`config.mk`:
```
export PLATFORM = sky130hd
export DESIGN_NAME = argmax_stream_seq
export DESIGN_NICKNAME = d
export VERILOG_FILES = /design/src/rtl/argmax_stream_seq.sv
export SDC_FILE = /design/constraint.sdc
export NUM_CORES = 1
export LEC_CHECK = 0
export CAP_MARGIN = 20
export CORE_MARGIN = 2
export CORE_UTILIZATION = 40
export DETAILED_ROUTE_END_ITERATION = 12
export PLACE_DENSITY = 0.63
export RECOVER_POWER = 25
export SKIP_CTS_REPAIR_TIMING = 1
export SLEW_MARGIN = 20
export SYNTH_ARGS = -nofsm -noshare
export SYNTH_HDL_FRONTEND = slang
export SYNTH_SLANG_ARGS = --single-unit
```
`constraint.sdc`:
```
create_clock -name clk -period 3.93 [get_ports clk]
set_input_delay 1.179 -clock clk [delete_from_list [all_inputs] [get_ports clk]]
set_output_delay 1.179 -clock clk [all_outputs]
set_load 0.01 [all_outputs]
```
`src/rtl/argmax_stream_seq.sv`:
```
// Streaming argmax engine: accepts one row per handshake and scans it serially, one compare per cycle.
// Results are streamed out and also recorded per node in a result table that can be read by address.
module argmax_stream_seq #(
  parameter int NUM_ROWS    = 6,
  parameter int NUM_CLASSES = 3,
  parameter int DATA_WIDTH  = 16,
  parameter int SIGNED_CMP  = 0,
  parameter int IDX_WIDTH   = (NUM_CLASSES > 1) ? $clog2(NUM_CLASSES) : 1,
  parameter int ROW_WIDTH   = (NUM_ROWS > 1) ? $clog2(NUM_ROWS) : 1
) (
  input  logic                  clk,
  input  logic                  reset,
  input  logic                  start,
  input  logic                  in_valid,
  output logic                  in_ready,
  input  logic [DATA_WIDTH-1:0] in_row [0:NUM_CLASSES-1],
  output logic                  res_valid,
  output logic [ROW_WIDTH-1:0]  res_row,
  output logic [IDX_WIDTH-1:0]  res_idx,
  output logic [DATA_WIDTH-1:0] res_max,
  output logic                  done,
  output logic                  busy,
  input  logic [ROW_WIDTH-1:0]  rd_addr,
  output logic [IDX_WIDTH-1:0]  rd_idx
);

  typedef enum logic [1:0] {IDLE, SCAN, EMIT, FULL} state_t;

  state_t                state, state_nxt;
  logic [DATA_WIDTH-1:0] row_q [0:NUM_CLASSES-1];
  logic [DATA_WIDTH-1:0] best;
  logic [IDX_WIDTH-1:0]  best_idx;
  logic [IDX_WIDTH-1:0]  k;
  logic [ROW_WIDTH-1:0]  row_cnt;
  logic [IDX_WIDTH-1:0]  res_tab [0:NUM_ROWS-1];

  logic [DATA_WIDTH-1:0] cand;
  logic                  cand_gt;
  logic [DATA_WIDTH-1:0] scan_best;
  logic [IDX_WIDTH-1:0]  scan_idx;
  logic                  last_k;
  logic                  row_last;

  function automatic logic gt(input logic [DATA_WIDTH-1:0] a, input logic [DATA_WIDTH-1:0] b);
    if (SIGNED_CMP != 0) return $signed(a) > $signed(b);
    else                 return a > b;
  endfunction

  // Mux-based select keeps the index width independent of the array size.
  always_comb begin
    cand = '0;
    for (int unsigned i = 0; i < NUM_CLASSES; i++)
      if (k == IDX_WIDTH'(i)) cand = row_q[i];
  end

  assign cand_gt   = gt(cand, best);
  assign scan_best = cand_gt ? cand : best;
  assign scan_idx  = cand_gt ? k : best_idx;
  assign last_k    = (k == IDX_WIDTH'(NUM_CLASSES - 1));
  assign row_last  = (row_cnt == ROW_WIDTH'(NUM_ROWS - 1));

  always_ff @(posedge clk or negedge reset) begin
    if (!reset) state <= IDLE;
    else        state <= state_nxt;
  end

  always_comb begin
    state_nxt = state;
    if (start) begin
      state_nxt = IDLE;
    end else begin
      case (state)
        IDLE: if (in_valid) state_nxt = (NUM_CLASSES == 1) ? EMIT : SCAN;
        SCAN: if (last_k)   state_nxt = EMIT;
        EMIT: state_nxt = row_last ? FULL : IDLE;
        FULL: state_nxt = FULL;
        default: state_nxt = IDLE;
      endcase
    end
  end

  assign in_ready  = (state == IDLE);
  assign busy      = (state == SCAN) || (state == EMIT);
  assign res_valid = (state == EMIT) && !start;
  assign done      = res_valid && row_last;

  // Result fields are loaded on entry to EMIT so they are valid with the pulse and hold afterwards.
  always_ff @(posedge clk or negedge reset) begin
    if (!reset) begin
      for (int unsigned i = 0; i < NUM_CLASSES; i++) row_q[i] <= '0;
      for (int unsigned i = 0; i < NUM_ROWS; i++)    res_tab[i] <= '0;
      best     <= '0;
      best_idx <= '0;
      k        <= '0;
      row_cnt  <= '0;
      res_row  <= '0;
      res_idx  <= '0;
      res_max  <= '0;
    end else if (start) begin
      for (int unsigned i = 0; i < NUM_ROWS; i++) res_tab[i] <= '0;
      row_cnt <= '0;
    end else begin
      case (state)
        IDLE: if (in_valid) begin
          row_q    <= in_row;
          best     <= in_row[0];
          best_idx <= '0;
          k        <= IDX_WIDTH'(1);
          if (NUM_CLASSES == 1) begin
            res_max <= in_row[0];
            res_idx <= '0;
            res_row <= row_cnt;
          end
        end
        SCAN: begin
          best     <= scan_best;
          best_idx <= scan_idx;
          k        <= k + IDX_WIDTH'(1);
          if (last_k) begin
            res_max <= scan_best;
            res_idx <= scan_idx;
            res_row <= row_cnt;
          end
        end
        EMIT: begin
          res_tab[row_cnt] <= best_idx;
          if (!row_last) row_cnt <= row_cnt + ROW_WIDTH'(1);
        end
        default: ;
      endcase
    end
  end

  always_comb begin
    rd_idx = '0;
    for (int unsigned i = 0; i < NUM_ROWS; i++)
      if (rd_addr == ROW_WIDTH'(i)) rd_idx = res_tab[i];
  end

endmodule

```
# --- Word-level counts from Yosys, hierarchy flattened ---
# Index checks and enable logic that the tools add are counted.
totals:
  register_bits: 106
  inputBits: 55
  output_inout_bits: 27
  word_cells: 83
classes:
  addsub: 2
  n_lt_le_gt_ge: 3
  eq_ne: 15
  muxes: 29
  bitwise: 2
  n_reduce_logical: 15
op_table:
  columns: ["operator", "count"]
  rows:
  - ["two-way mux 16 bit", 5]
  - ["case mux 16 bit (2 select lines)", 1]
  - ["two-way mux 2 bit", 13]
  - ["two-way mux 12 bit", 2]
  - ["greater-than comparator 16 bit", 1]
  - ["bitwise mux 12 bit", 1]
  - ["equality test 3 bit, second input constant", 3]
  - ["two-way mux 3 bit", 3]
  - ["AND reduction 3 bit", 3]
  - ["case mux 2 bit (2 select lines)", 2]
  - ["case mux 2 bit (4 select lines)", 1]
  - ["demux 2 bit (select 3 bit)", 1]
  - ["equality test 2 bit, second input constant", 3]
  - ["equality test 3 x 2 -> 1 bit, second input constant", 2]
  - ["!= test 3 bit, second input constant", 2]
  - ["equality test 2 x 1 -> 1 bit, second input constant", 2]
  - [">= comparator 4 bit, second input constant", 1]
  - ["zero test 2 bit", 2]
  - ["< comparator 4 x 1 -> 1 bit, second input constant", 1]
  - ["!= test 2 bit, second input constant", 2]
  - ["inverter 3 -> 4 bit", 1]
  - ["AND reduction 2 bit", 2]
  - ["nonzero test 2 bit", 2]
  - ["adder 3 x 1 -> 3 bit, second input constant", 1]
  - ["other kinds (7)", 9]

# --- Longest topological paths before layout ---
logic_depth:
  word_depth: 8
  ltp_mapped: 16
  depth_no_buf: 13

# --- Worst setup path after synthesis ---
# OpenSTA, ideal clock, no wires.
synth_timing:
  kind: "register -> register"
  startpoint: "register k[1]"
  endpoint: "register best[12]"
  setup_time_ns: 0.149
  arrival_ns: 3.108
  required_time_ns: 3.781
  setup_slack_ns: 0.674
  path_stages_with_launch: 16
  n_path_buf: 3
  synth_period_minus_slack_ns: 3.256
  path_cell_list: "dfrtp_1 > inv_1 > ha_1 > buf_2 > nor2b_1 > buf_2 > a22oi_1 > o21ai_0 > ha_1 > nand2_1 > o21ai_0 > a221o_1 > o31a_4 > o21ai_4 > buf_6 > a22oi_2"
synth_via:
  elab_chain_cells: 7
  elab_cells_between_ends: 9
  cone_classes: "order compare: 1; eq/ne: 2; mux: 5; reduce/logical: 1"
synth_lines:
  columns: ["element", "line_no", "text"]
  rows:
  - ["start: declaration", "33", "logic [IDX_WIDTH-1:0] k;"]
  - ["start signal: assignment", "118", "k <= k + IDX_WIDTH'(1);"]
  - ["zero test 2 bit", "53", "if (k == IDX_WIDTH'(i)) cand = row_q[i];"]
  - ["two-way mux 16 bit (2 in series)", "53", null]
  - ["two-way mux 16 bit *", "53", null]
  - ["greater-than comparator 16 bit", "46", "else return a > b;"]
  - ["two-way mux 16 bit *", "57", "assign scan_best = cand_gt ? cand : best;"]
  - ["case mux 16 bit (2 select lines) *", "103", "case (state)"]
  - ["end signal: assignment", "106", "best <= in_row[0];"]
  - ["end signal: assignment", "116", "best <= scan_best;"]
  - ["end: declaration", "31", "logic [DATA_WIDTH-1:0] best;"]
# Mark *: on every way between the ends. The rest lies on a longest branch, timed or not.
# A chain may end at the register's enable or synchronous reset.

# --- Worst setup path after layout ---
layout_timing:
  startpoint: "input port rd_addr[1]"
  endpoint: "output port rd_idx[1]"
layout_via:
  elab_chain_cells: 7
  elab_cells_between_ends: 12
  cone_classes: "eq/ne: 5; mux: 6; reduce/logical: 1"
layout_lines:
  columns: ["element", "line_no", "text"]
  rows:
  - ["start: declaration", "23", "input logic [ROW_WIDTH-1:0] rd_addr,"]
  - ["zero test 3 bit", "137", "if (rd_addr == ROW_WIDTH'(i)) rd_idx = res_tab[i];"]
  - ["two-way mux 2 bit (5 in series)", "137", null]
  - ["two-way mux 2 bit *", "137", null]
  - ["end: declaration", "24", "output logic [IDX_WIDTH-1:0] rd_idx"]
# Marked as above.

==> results.md <==
- Root buffer cell: clkbuf_16
- Vias: around 4000
- Final setup viols: 0
- Std cell rows: 42
- Global-route wire length before repair: ~21 mm
- Post-synthesis cell type count: 50
- Via/cell ratio: 5.37
- Longest Clk Path Bufs: 2
- XOR/XNOR share of the synthesized area: 0.160%
- Maximum VDD drop: 388 uV
- Synth Area in Compound Gates: 15.3%
- TritonCTS buffer count: 9
- Worst path cell trace: clkdlybuf4s50_1, mux4_2, inv_1, o22ai_1, clkdlybuf4s50_1
- Syn Nets: 588
- GRT overflow: 0
- Post-Place Cells: ~750
- Endpoints failing hold: 0
- Synthesized cell area: approximately 5500 um^2
- Post-Layout Cell Count: approximately 770
- Combinational share of power: approximately 50%
- Die Y: around 120 um
- CP Max Fanout: 3
- Final period util: 97.6%
- Clock latency on the worst-skew pair: 0.34 ns
- HP Class: reg -> reg
- Drt first pass iters: 4
- Hold WS: 0.509 ns
- Main combinational cell family by area after synthesis: compound AO/OA/AOI/OAI gates
- Share of post-route cells with drive strength above 1: 20.2%
- Max-cap violations: 0
- Synth Area in Simple Gates: 11.5%
- Antenna violations before repair: 0
- Crit path DAT: about 2.7 ns
- Warnings, synthesis: 0
- Fmax achieved: between 0.2 and 0.3 GHz
- Power density cells: 796 nW/um^2
- RSZ-0062 raised after global routing: false
- HPWL after DPL: 9.30 mm
- Reg power frac: 33.9%
- IO Count: 82
- Synth Flop Type: dfrtp_1
- Finished Cell Area: 6780 um^2
- Most frequent cells in the layout: dfrtp_1, clkdlybuf4s50_1, nand2_1
- Kind of critical path: in -> out
- Setup crit end kind: output port
- Die area: 14600 um^2
- Vias in the first global route: 4079
- Mux cell area share after synthesis: 14.2%
- DP Area: 6470 um^2
- Lkg Pwr: 2.92 nW
- Family with the most delay on the worst path: buffers and inverters
- Final Max Tran Viols: 0
- Drt wl/cell: 16.5 um
- Mapped Cells: between 500 and 600
- Sw Ratio: 39.7%
- Post-route ant nets: 0
- Largest net degree at the start of global routing: 57
- Core Area: roughly 13000 um^2
- Slowest CP cell: clkdlybuf4s50_1
- CP required: 2.75 ns
- Number of remaining DRC errors: 0
- Clk slew on worst S/H paths: ~0.07 ns
- Actual slew at the worst max-slew pin: 1.39 ns
- Area Overhead vs Synth: 23.7%
- Post-synthesis sequential area ratio: roughly 48%
- Commonest non-fill, non-tap cell in the layout: dfrtp_1
- Setup TNS Final: 0 ns
- Run status: finished, final reports clean
- Syn Area/Cell: 10.8 um^2
- Internal: 0.00326 W
- H-Tree Depth: 3
- Clock sink count: 106
- Post-synth EDFFs: 0
- Filler cell count: 1202
- Total track usage: approximately 18%
- Routability Congestion: 0.857
- Crit path launch type: input port
- Die X: about 120 um
- Clock Skews: 0.00960 ns
- CTS tree: done
- Slew headroom: 7.58%
- Post-synthesis register bit count: 106
- IO buf count: 81
- Post-Synth Adder-Cell Area: 5.71%
- Final net count: 665
- CP most frequent cell: clkdlybuf4s50_1
- Period minus WS final: 3.83 ns
- Diode count: 0
- Clk pwr share: 16.6%
- Asr flop ratio synth: 100%
- Sw Pwr: 0.00214 W
- CP max stage delay: approximately 0.56 ns
- DR iter-0 viols: 262
- Routed wire length: 12.6 mm
- Worst path buffer plus inverter count: 3
- Starting Density: 41.2%
through the flow:
stage	util (%)	total power (W)	worst slack [ns]
3_5_place_dp	48.7	0.00449	-0.209
3_3_place_gp	48.7	0.00442	-0.148
5_1_grt	51.0	0.00582	0.0113
6_report	51.0	0.00540	0.0954
2_1_floorplan	-	0.00368	0.674
4_1_cts	50.9	0.00541	-0.210
layout make-up:
type                            count  area (um^2)  share of cell area [%]
Clock buffer                       10          229                    3.38
Sequential cell                   106         2650                    39.1
Multi-Input combinational cell    346         2580                    38.0
Clock inverter                      6         65.1                   0.960
Tap cell                          176          220                    3.25
Timing Repair Buffer               98          946                    14.0
Inverter                           24         90.1                    1.33
kinds of logic after synthesis:
group / after synthesis
compound gates: 113
xor+xnor: 1
fa+ha+maj: 25
buf+inv: 56
flops: 106
mux: 69
simple gates: 138
layer usage:
| metal | vias to the layer above | track usage [%] | wire, um |
|---|---|---|---|
| met5 | - | 0 | 0 |
| met4 | 0 | 5.60 | 166 |
| met3 | 14 | 3.57 | 609 |
| met2 | 98 | 25.6 | 5520 |
| met1 | 2038 | 27.2 | 6310 |
| li1 | 1965 | - | - |
power groups by stage:
stage | Clock (W) | Sequential (W) | Combinational [W]
2_1_floorplan | 0 | 0.00181 | 0.00188
3_3_place_gp | 0 | 0.00183 | 0.00259
3_5_place_dp | 0 | 0.00185 | 0.00264
4_1_cts | 0.000922 | 0.00183 | 0.00266
5_1_grt | 0.000954 | 0.00190 | 0.00297
6_report | 0.000896 | 0.00183 | 0.00267
cell usage after synthesis, types with 5 or more instances:
cell type / n / area (um^2)
mux2_2: 51 / 574
or2_2: 14 / 87.6
a31oi_1: 15 / 93.8
a22oi_1: 20 / 150
o21ai_0: 16 / 80.1
o31ai_1: 13 / 97.6
nor2_1: 38 / 143
dfrtp_1: 106 / 2650
buf_6: 5 / 56.3
inv_1: 23 / 86.3
nand2_1: 56 / 210
a22oi_2: 10 / 125
a21oi_1: 17 / 85.1
nor3_1: 5 / 25.0
clkbuf_1: 19 / 71.3
ha_1: 25 / 313
nand3_1: 7 / 35.0
mux2i_1: 16 / 160
path summary, 6_finish.rpt:
kind                                   startpoint  depth (start not counted)                     end  slack [ns]
min reg2reg                res_row[0]$_DFFE_PN0P_                          1  res_row[0]$_DFFE_PN0P_        0.51
min                        res_row[0]$_DFFE_PN0P_                          1  res_row[0]$_DFFE_PN0P_        0.51
max reg2reg                      k[0]$_DFFE_PN0P_                         14  res_idx[0]$_DFFE_PN0P_        0.25
max                                    rd_addr[1]                          5               rd_idx[1]         0.1
max in group asynchronous                   reset                          2  res_max[7]$_DFFE_PN0P_        0.88
min in group asynchronous                   reset                          1    state[1]$_DFFE_PN0P_        1.15
worst register-to-register path, delay by kind of cell (launching register included):
kind,cells,cell delay [ns]
AOI/OAI and AO/OA,7,1.62
buffers and inverters,3,0.58
adders and majority gates,2,0.57
DFF,1,0.41
muxes,1,0.24
and+or+nand+nor,1,0.15
flip-flops by register name, summed over array words and instances, names as in the netlist:
name / flops
best: 16
best_idx: 2
k: 2
res_idx: 2
res_max: 16
res_row: 3
res_tab: 12
row_cnt: 3
row_q: 48
state: 2
No activity file was read; power rests on OpenSTA's default activity.
